==> config.mk <==
export PLATFORM = sky130hd
export DESIGN_NAME = msg_schedule_gen
export DESIGN_NICKNAME = d
export VERILOG_FILES = /design/src/rtl/msg_schedule_gen.sv
export SDC_FILE = /design/constraint.sdc
export NUM_CORES = 1
export LEC_CHECK = 0
export CORE_MARGIN = 4
export CORE_UTILIZATION = 35
export CTS_CLUSTER_DIAMETER = 80
export DETAILED_ROUTE_END_ITERATION = 8
export PLACE_DENSITY = 0.6
export SLEW_MARGIN = 40
export SYNTH_ARGS = -nofsm -noshare
export SYNTH_HDL_FRONTEND = slang
export SYNTH_SLANG_ARGS = --single-unit
==> constraint.sdc <==
create_clock -name clock -period 11.5 [get_ports clock]
set_clock_uncertainty 0.1 [all_clocks]
set_input_delay 1.725 -clock clock [delete_from_list [all_inputs] [get_ports clock]]
set_output_delay 1.725 -clock clock [all_outputs]
set_load 0.05 [all_outputs]
==> src/rtl/msg_schedule_gen.sv <==
// +----------------------------------------------------------------------------+
// | msg_schedule_gen : SHA-2 message-schedule generator (rolling 16-word window) |
// | Revision 1.0 - initial release                                              |
// +----------------------------------------------------------------------------+
`default_nettype none

module msg_schedule_gen #(
  parameter int WORD_W = 32,
  parameter int ROUNDS = 64,
  parameter int IDX_W  = $clog2(ROUNDS)
) (
  input  logic                 clock,
  input  logic                 reset,
  input  logic                 blk_valid,
  output logic                 blk_ready,
  input  logic [16*WORD_W-1:0] blk_data,
  output logic                 w_valid,
  input  logic                 w_ready,
  output logic [WORD_W-1:0]    w_data,
  output logic [IDX_W-1:0]     w_index,
  output logic                 w_last,
  output logic                 busy
);

  localparam logic [0:0]       c_idle     = 1'b0;
  localparam logic [0:0]       c_stream   = 1'b1;
  localparam logic [IDX_W-1:0] c_last_idx = IDX_W'(ROUNDS - 1);

  logic [0:0]        r_state;
  logic [0:0]        w_state_nxt;
  logic [WORD_W-1:0] r_win [16];
  logic [IDX_W-1:0]  r_t;
  logic [WORD_W-1:0] w_sig0;
  logic [WORD_W-1:0] w_sig1;
  logic [WORD_W-1:0] w_new;
  logic              w_blk_fire;
  logic              w_out_fire;
  logic              w_at_last;

  generate
    if (ROUNDS < 16) begin : g_bad_rounds
      $error("msg_schedule_gen: ROUNDS must be >= 16");
    end

    if (WORD_W == 32) begin : g_sha256
      assign w_sig0 = {r_win[1][6:0],   r_win[1][31:7]}
                    ^ {r_win[1][17:0],  r_win[1][31:18]}
                    ^ (r_win[1] >> 3);
      assign w_sig1 = {r_win[14][16:0], r_win[14][31:17]}
                    ^ {r_win[14][18:0], r_win[14][31:19]}
                    ^ (r_win[14] >> 10);
    end else if (WORD_W == 64) begin : g_sha512
      assign w_sig0 = {r_win[1][0],     r_win[1][63:1]}
                    ^ {r_win[1][7:0],   r_win[1][63:8]}
                    ^ (r_win[1] >> 7);
      assign w_sig1 = {r_win[14][18:0], r_win[14][63:19]}
                    ^ {r_win[14][60:0], r_win[14][63:61]}
                    ^ (r_win[14] >> 6);
    end else begin : g_bad_word_w
      $error("msg_schedule_gen: WORD_W must be 32 or 64");
      assign w_sig0 = '0;
      assign w_sig1 = '0;
    end
  endgenerate

  // W[t+16]; words past ROUNDS-1 are computed but never presented
  assign w_new      = w_sig1 + r_win[9] + w_sig0 + r_win[0];
  assign w_blk_fire = (r_state == c_idle) && blk_valid;
  assign w_out_fire = (r_state == c_stream) && w_ready;
  assign w_at_last  = (r_t == c_last_idx);

  always_ff @(posedge clock) begin
    if (reset) begin
      r_state <= c_idle;
    end else begin
      r_state <= w_state_nxt;
    end
  end

  always_comb begin
    w_state_nxt = r_state;
    case (r_state)
      c_idle:   if (blk_valid) w_state_nxt = c_stream;
      c_stream: if (w_ready && w_at_last) w_state_nxt = c_idle;
      default:  w_state_nxt = c_idle;
    endcase
  end

  always_comb begin
    blk_ready = (r_state == c_idle);
    w_valid   = (r_state == c_stream);
    busy      = (r_state == c_stream);
    w_data    = (r_state == c_stream) ? r_win[0] : '0;
    w_index   = r_t;
    w_last    = (r_state == c_stream) && w_at_last;
  end

  always_ff @(posedge clock) begin
    if (reset) begin
      r_t <= '0;
      for (int i = 0; i < 16; i++) r_win[i] <= '0;
    end else if (w_blk_fire) begin
      r_t <= '0;
      for (int i = 0; i < 16; i++) r_win[i] <= blk_data[(16-i)*WORD_W-1 -: WORD_W];
    end else if (w_out_fire) begin
      if (w_at_last) begin
        r_t <= '0;
      end else begin
        r_t <= r_t + IDX_W'(1);
        for (int i = 0; i < 15; i++) r_win[i] <= r_win[i+1];
        r_win[15] <= w_new;
      end
    end
  end

endmodule

`default_nettype wire

==> metrics.cfg <==
[final_layout]
syn_to_final_growth_pct=32.5
final_common_cell=clkdlybuf4s50_1
nets=2948
drive_above_1_share=0.0466
final_cell_mix=557 x clkdlybuf4s50_1, 512 x edfxtp_1, 484 x a22o_1
stdcell_area_um2=33700
fillers=6429

[drt]
firstDrtPassIters=5
vias_per_cell=5.35
wl_per_cell_um=27.9
ant_nets=0
num_vias=17900
drt_drc_violations_left=0
first_iter_violations=1545
wirelength_mm=93.4

[synthesis]
synthCells=1829
synthArstFlopShare=0
yosys_warnings=0
synth_area_um2=25400
synthDistinctLibCells=52
synthFlopType=edfxtp_1
syn_nets=2439
synth_edf_count=512
ys_ff_latch=519
synth_seq_area_share=0.610
avgSynthCellArea_um2=13.9

[critical_path]
crit_start=w_ready
crit_chain=clkdlybuf4s50_1 -> nand2_1 -> a31oi_1 -> and2_4 -> buf_4 -> buf_12 -> buf_16 -> a22o_1
path_class=primary input to flop
slowest_delay_ps=740
cpMaxStageDelayCell=and2_4
critPathArrivalTime_ps=5490
end_kind=flop
regToRegStartpoint=r_win[3][84]
start_kind=primary input
cp_max_fo=133
required_ps=11860

[die]
io-pin-count=558
core_um2=71700
die_y_um=278
rows=98
die-width_um=278
die_area_um2=77000
start_util=0.354

[clocking]
cts_tree=done
ctsRootBufferMaster=clkbuf_16
clock_latency_ps=620
clkSinkCount=519
numCtsBuffers=56
cts_buffer_depth=3
cts_resized=0
cts_hold_repair.buffers=0
clk_pin_slew_ps=60
cts_setup_buffers=0
htree_levels=2

[power_and_ir_drop]
switching_share=0.357
clockPowerShare=0.265
power.density_nw_per_um2=192
p_switching_w=0.00231
p_int_w=0.00416
ir_drop_v=0.000139
power_frac_comb=0.356
p_seq_frac=0.379
p_leak_nw=12.9

[hold_path]
min-delay-start=w_index[1]
hp-class=flop to flop

[sta]
final_max_slew_viol_count=0
worst_pin_slew_ps=856
fin_crit_sh=0.446
min_period_ps=5130
holdWs_ps=405
rsz0062_at_grt=false
hold_violations=0
slew_headroom=0.429
finalSetupTns_ps=0
max_clock_freq_mhz=195
setup_viol=0

[grt]
grt_antenna_before_repair=22
grt_pass1_wl_mm=129
grt_max_degree=214
grt_pass1_vias=18200
grt_use_total=0.231
gr-total-overflow=0

[run]
drv_cap=0

[placement]
place.port_buffers=557
postPlaceCellArea_um2=31900
hpwl_mm=72.0
place_congestion=0.914

[run_status]
status=complete, no violations

power groups by stage:
stage                     sequential, W  combinational [W]  clock [W]
after floorplan                 0.00242            0.00146          0
after global placement          0.00250            0.00224          0
after detailed placement        0.00249            0.00225          0
after CTS                       0.00246            0.00227    0.00174
after global routing            0.00247            0.00250    0.00182
final                           0.00245            0.00230    0.00171
area by class of cell:
type	instances	area [um^2]	share of cell area
clock buffer	68	1450	0.0429
timing repair buffer	577	5810	0.172
antenna	16	40.0	0.00119
inverter	154	578	0.0172
clock inverter	35	287	0.00851
tap	950	1190	0.0353
multi-input combinational	1030	8830	0.262
sequential	519	15500	0.461
path summary, 6_finish.rpt:
path / end / slack (ps) / depth (start not counted)
min reg2reg: w_index[1] / 410 / 2
max: r_win[2][55] / 6370 / 8
min: w_index[1] / 410 / 2
max reg2reg: r_win[3][123] / 6620 / 16
critical path, delay by kind of cell:
family / cells / cell delay, ps
buf+inv: 4 / 1820
simple gates: 2 / 860
compound gates: 2 / 850
layer usage:
metal	GRT usage	share of wire	vias to the layer above	routed length, um
met3	0.0692	0.093	131	8680
met5	0	0.00074	-	69
met1	0.298	0.40	8917	37500
met4	0.0768	0.032	10	3000
li1	-	-	8082	-
met2	0.375	0.47	761	44200
sequential cells by signal (all words and copies together) (netlist names):
signal   count
busy         1
r_win      512
w_index      6
cells by family after synthesis:
| kind of cell | share of synthesized area |
|---|---|
| buffers and inverters | 0.0442 |
| AOI/OAI and AO/OA | 0.199 |
| adders and majority gates | 0.0646 |
| muxes | 0.00118 |
| DFF | 0.610 |
| and+or+nand+nor | 0.0327 |
| xor gates and xnor gates | 0.0482 |
synth_stat cells (4+ instances only):
| master | n | area, um^2 |
|---|---|---|
| nand2_1 | 49 | 184 |
| nor2b_1 | 5 | 31.3 |
| a21o_1 | 5 | 37.5 |
| a22o_1 | 484 | 4240 |
| a21oi_1 | 36 | 180 |
| xor2_1 | 25 | 219 |
| o21ai_1 | 7 | 35.0 |
| ha_1 | 32 | 400 |
| and3_1 | 5 | 31.3 |
| o211ai_1 | 6 | 45.0 |
| nand2b_1 | 5 | 31.3 |
| nor2_1 | 55 | 206 |
| fa_1 | 62 | 1240 |
| a32o_1 | 4 | 40.0 |
| or3_1 | 4 | 25.0 |
| buf_2 | 56 | 280 |
| xnor2_1 | 115 | 1010 |
| clkbuf_1 | 69 | 259 |
| nand4_1 | 11 | 68.8 |
| inv_1 | 154 | 578 |
| o21bai_1 | 4 | 30.0 |
| nor4_1 | 4 | 25.0 |
| o21a_1 | 7 | 52.6 |
| a31oi_1 | 5 | 31.3 |
| nand3_1 | 22 | 110 |
| dfxtp_1 | 7 | 140 |
| o21ai_0 | 33 | 165 |
| edfxtp_1 | 512 | 15400 |
| and2_1 | 6 | 37.5 |
| nor3_1 | 8 | 40.0 |
through the flow:
stage | setup slack, ps | total power (W) | utilization | instances
after floorplan | 3210 | 0.00388 | - | 1829
after global placement | 5670 | 0.00474 | 0.444 | 3228
after detailed placement | 5830 | 0.00475 | 0.444 | 3229
after CTS | 6480 | 0.00647 | 0.469 | 3332
after global routing | 6120 | 0.00679 | 0.470 | 3346
final | 6370 | 0.00647 | 0.470 | 3349
Note: power is estimated with default switching activity, not from simulation.
